File: src/rtl/instruction_fetch.sv
// Fetch stage in front of a 1-cycle-latency instruction ROM. A 2-entry output
// buffer hides the read latency so the decoder can take one instruction per cycle.
module instruction_fetch #(
  parameter int ADDR_WIDTH = 32,
  parameter int DATA_WIDTH = 32,
  parameter int DEPTH      = 2048,
  parameter int RESET_PC   = 0
) (
  input  logic                  clk,
  input  logic                  rst_n,
  input  logic                  fetch_en,
  input  logic                  redirect_valid,
  input  logic [ADDR_WIDTH-1:0] redirect_pc,
  output logic [ADDR_WIDTH-1:0] rom_addr,
  output logic                  rom_en,
  input  logic [DATA_WIDTH-1:0] rom_dout,
  output logic                  out_valid,
  input  logic                  out_ready,
  output logic [DATA_WIDTH-1:0] out_instr,
  output logic [ADDR_WIDTH-1:0] out_pc
);

  typedef struct packed {
    logic [ADDR_WIDTH-1:0] pc;
    logic [DATA_WIDTH-1:0] instr;
  } entry_t;

  logic [ADDR_WIDTH-1:0] pc_q, pc_d;
  logic [ADDR_WIDTH-1:0] inflight_pc_q;
  logic                  inflight_q;
  logic [1:0]            count_q, count_d;
  entry_t                head_q, head_d, tail_q, tail_d;

  logic       pop, issue, wr;
  logic [2:0] occ;
  entry_t     rsp;

  // Out-of-range targets also fold back to 0 on increment.
  function automatic logic [ADDR_WIDTH-1:0] pc_inc(input logic [ADDR_WIDTH-1:0] a);
    return (a >= ADDR_WIDTH'(DEPTH - 1)) ? '0 : a + ADDR_WIDTH'(1);
  endfunction

  assign out_valid = (count_q != 2'd0);
  assign out_instr = head_q.instr;
  assign out_pc    = head_q.pc;
  assign pop       = out_valid & out_ready;

  // Occupancy after this cycle's pop; issuing keeps buffered + in-flight <= 2.
  assign occ      = {1'b0, count_q} + {2'b0, inflight_q} - {2'b0, pop};
  assign issue    = rst_n & fetch_en & (redirect_valid | (occ <= 3'd1));
  assign rom_en   = issue;
  assign rom_addr = redirect_valid ? redirect_pc : pc_q;

  // A response landing during a redirect belongs to the old stream.
  assign wr  = inflight_q & ~redirect_valid;
  assign rsp = '{pc: inflight_pc_q, instr: rom_dout};

  always_comb begin
    pc_d    = issue ? pc_inc(rom_addr) : (redirect_valid ? redirect_pc : pc_q);
    count_d = count_q;
    head_d  = head_q;
    tail_d  = tail_q;
    if (redirect_valid) begin
      count_d = 2'd0;
    end else begin
      case ({wr, pop})
        2'b10: begin
          if (count_q == 2'd0) head_d = rsp;
          else                 tail_d = rsp;
          count_d = count_q + 2'd1;
        end
        2'b01: begin
          head_d  = tail_q;
          count_d = count_q - 2'd1;
        end
        2'b11: begin
          if (count_q == 2'd1) begin
            head_d = rsp;
          end else begin
            head_d = tail_q;
            tail_d = rsp;
          end
        end
        default: ;
      endcase
    end
  end

  always_ff @(posedge clk) begin
    if (!rst_n) begin
      pc_q          <= ADDR_WIDTH'(RESET_PC);
      inflight_q    <= 1'b0;
      inflight_pc_q <= '0;
      count_q       <= 2'd0;
      head_q        <= '0;
      tail_q        <= '0;
    end else begin
      pc_q          <= pc_d;
      inflight_q    <= issue;
      inflight_pc_q <= rom_addr;
      count_q       <= count_d;
      head_q        <= head_d;
      tail_q        <= tail_d;
    end
  end

endmodule

File: config.mk
export PLATFORM = sky130hd
export DESIGN_NAME = instruction_fetch
export DESIGN_NICKNAME = d
export VERILOG_FILES = /design/src/rtl/instruction_fetch.sv
export SDC_FILE = /design/constraint.sdc
export NUM_CORES = 1
export LEC_CHECK = 0
export ABC_AREA = 1
export BUFFER_PORTS_ARGS = -buffer_cell sky130_fd_sc_hd__buf_2
export CAP_MARGIN = 20
export CORE_ASPECT_RATIO = 0.6
export CORE_MARGIN = 2
export CORE_UTILIZATION = 54
export DETAILED_ROUTE_END_ITERATION = 8
export PLACE_DENSITY = 0.86
export SETUP_SLACK_MARGIN = 0.15
export SLEW_MARGIN = 20
export SYNTH_ARGS = -nofsm -noshare
export SYNTH_HDL_FRONTEND = slang
export SYNTH_SLANG_ARGS = --single-unit
export TNS_END_PERCENT = 5
File: constraint.sdc
create_clock -name clk -period 3.8 [get_ports clk]
set_input_delay 0.38 -clock clk [delete_from_list [all_inputs] [get_ports clk]]
set_output_delay 0.38 -clock clk [all_outputs]
set_load 0.02 [all_outputs]
==> reports/results.ini <==
[power_and_ir_drop]
power_mw = 4.62
p_leak_nw = 4.09
vdd_ir_drop_max_mv = 0.270
power_density_nw_per_um2 = 494

[run_status]
outcome = finished, final reports clean

[logic_synthesis]
ys_ff_latch = 195
synth.distinct_cells = 27
avgSynthCellArea_um2 = 7.54
netlist_area_um2 = 7920
synth_cells = 1051
yosys_warnings = 0
synth_nets = 1129
yosysSeqAreaShare_pct = 49.3

[clock_network]
clk_pin_slew_ns = 0.07
cts_hold_repair.buffers = 0
cts_resized = 0
cts_setup_buffers = 0
htreeDepth = 4
cts_root_buffer = clkbuf_16
worstSkewPairLatency_ns = 0.43
cts.path.max_buffers = 2
cts_tree = yes
cts_buffers = 17
numClockSinks = 195

[route]
ant_nets = 0
wl_um = 20600
num_vias = 7505
drc = 0
drt-initial-drc-count = 732
avgViaCountPerCell = 5.44
wl_per_cell_um = 15.0
drtPass1Iterations = 5

[timing]
final-setup-viol-count = 0
finalHoldViolations = 0
rsz0062_at_grt = false
skew_ns = 0.0123
period_share_pct = 89.3
relSlewSlack_pct = 43.3
finalSetupTns_ns = 0
worst_pin_slew_ns = 0.850
max_freq_mhz = 295
fin_crit_ns = 3.39
finalMaxSlewViolations = 0

[critical_path]
slowest_delay_ns = 0.50
worst-path-max-fanout = 8
worstSetupPathType = register to output pin
cpMaxStageDelayCell = fa_1
worstSetupEndpointType = output pin
crit_family = adder cells
crit_required_ns = 3.42
startpoint_type = register
path_cells = inv_2 -> ha_1 -> inv_1 -> nand2_2 -> inv_2 -> ha_1 -> inv_1 -> ha_1 -> fa_1 -> inv_1 -> nand3_1 -> nand2_1 -> nand3_4 -> clkinvlp_4 -> buf_2
worstPathArrival_ns = 3.01
cp_num_buf_inv = 7

[final_layout]
final_cell_mix = o21ai_0, dfxtp_1, nor2_1, buf_2, nand2_1
multiInputGateArea_um2 = 3400
fin_nets = 1245
layout-drive-gt1-share_pct = 20.4
final_common_cell = o21ai_0
regArea_um2 = 3900
area_growth_pct = 18.1
fill_cells = 1265

[floorplanning]
dieArea_um2 = 15700
core-area_um2 = 14400
initial_core_util_pct = 54.9
die_h_um = 97.8
rows = 34
io_pins = 167
die_w_um = 160

[global_routing]
antenna_found_initial = 1
grt_pass1_wl_um = 34200
grt_pass1_vias = 6865
track_usage_pct = 26.7
gr-total-overflow = 0
grt_start_max_net_pins = 104

[hold_path]
hold_class = input port to register

[job]
drv_cap = 0

[placed_design]
dp_hpwl_um = 12800
io_buffers = 166
gp_congestion = 0.842

-- flip-flops by register name (all words and copies together) (netlist names) --
signal	flops
tail_q	64
inflight_pc_q	32
out_instr	32
out_pc	32
pc_q	32
count_q	2
inflight_q	1
-- logic make-up after synthesis --
kind of cell,count (synthesis),share of synthesized area [%]
compound gates,270,18.2
xor+xnor,7,0.774
fa+ha+maj,9,1.52
buf+inv,154,8.09
flops,195,49.3
simple gates,416,22.2
-- per-stage QoR --
step                      utilization, %  cell area (um2)  hold WS, ns  worst slack, ns  std cells
after floorplan                        -             7920        0.446            0.457       1051
after global placement              60.8             8760        0.462            0.908       1346
after detailed placement            60.8             8770        0.473            0.778       1346
after CTS                           64.8             9340        0.202            0.259       1378
after global routing                64.9             9350        0.218            0.215       1379
final                               64.9             9350        0.213            0.406       1379
-- power by group --
| group | internal, mW | total (mW) | switching (mW) |
|---|---|---|---|
| Combinational | 0.203 | 0.637 | 0.434 |
| Clock | 0.927 | 1.75 | 0.820 |
| Sequential | 2.17 | 2.24 | 0.0633 |
-- per-layer routing --
layer	global-route usage [%]	vias to the layer above	routed length, um
li1	-	3719	-
met1	37.1	3496	9600
met2	42.5	270	9260
met3	5.86	20	1570
met4	7.00	0	221
met5	0	-	0
-- area by class of cell --
type | count | share of cell area [%]
repair buffers | 179 | 10.1
clock inverters | 14 | 1.55
inverters | 72 | 2.98
multi-input cells | 702 | 36.4
well taps | 198 | 2.65
diodes | 1 | 0.0268
clock buffers | 18 | 4.59
flip-flops and latches | 195 | 41.7
-- Yosys cell counts --
| cell | count | share of area, % |
|---|---|---|
| inv_1 | 66 | 3.1 |
| a31oi_1 | 64 | 5.1 |
| nand2_2 | 6 | 0.47 |
| nand3_1 | 76 | 4.8 |
| o21ai_2 | 2 | 0.22 |
| inv_2 | 2 | 0.095 |
| o21ai_0 | 197 | 12 |
| nand3_2 | 1 | 0.13 |
| clkbuf_1 | 63 | 3.0 |
| buf_6 | 5 | 0.71 |
| buf_4 | 2 | 0.19 |
| a21oi_1 | 6 | 0.38 |
| nor2_2 | 11 | 0.87 |
| inv_4 | 1 | 0.079 |
| nor2_1 | 175 | 8.3 |
| nor3_1 | 21 | 1.3 |
| nand2_1 | 120 | 5.7 |
| fa_1 | 1 | 0.25 |
| dfxtp_1 | 195 | 49 |
| xor2_1 | 7 | 0.77 |
| clkinv_1 | 3 | 0.14 |
| ha_1 | 8 | 1.3 |
| or2_0 | 1 | 0.079 |
| buf_2 | 12 | 0.76 |
| nand4_1 | 3 | 0.24 |
| o21ai_1 | 1 | 0.063 |
| nor2_4 | 2 | 0.28 |
-- worst paths after layout --
path / start / to / slack (ns) / cells past startpoint
max reg2reg: count_q[0]$_SDFFE_PP0P_ / pc_q[2]$_SDFF_PN0_ / 0.73 / 18
min: rom_dout[21] / tail_q[21]$_SDFFE_PN0P_ / 0.21 / 3
max: count_q[1]$_SDFFE_PP0P_ / rom_en / 0.41 / 15
min reg2reg: inflight_pc_q[10]$_SDFF_PN0_ / out_pc[10]$_SDFFE_PN0P_ / 0.48 / 2
-- worst min-delay path: stages --
cell	delay, ns
buf_2	0.08
o21ai_0	0.07
nor2_1	0.08
No activity file was read; power rests on OpenSTA's default activity.
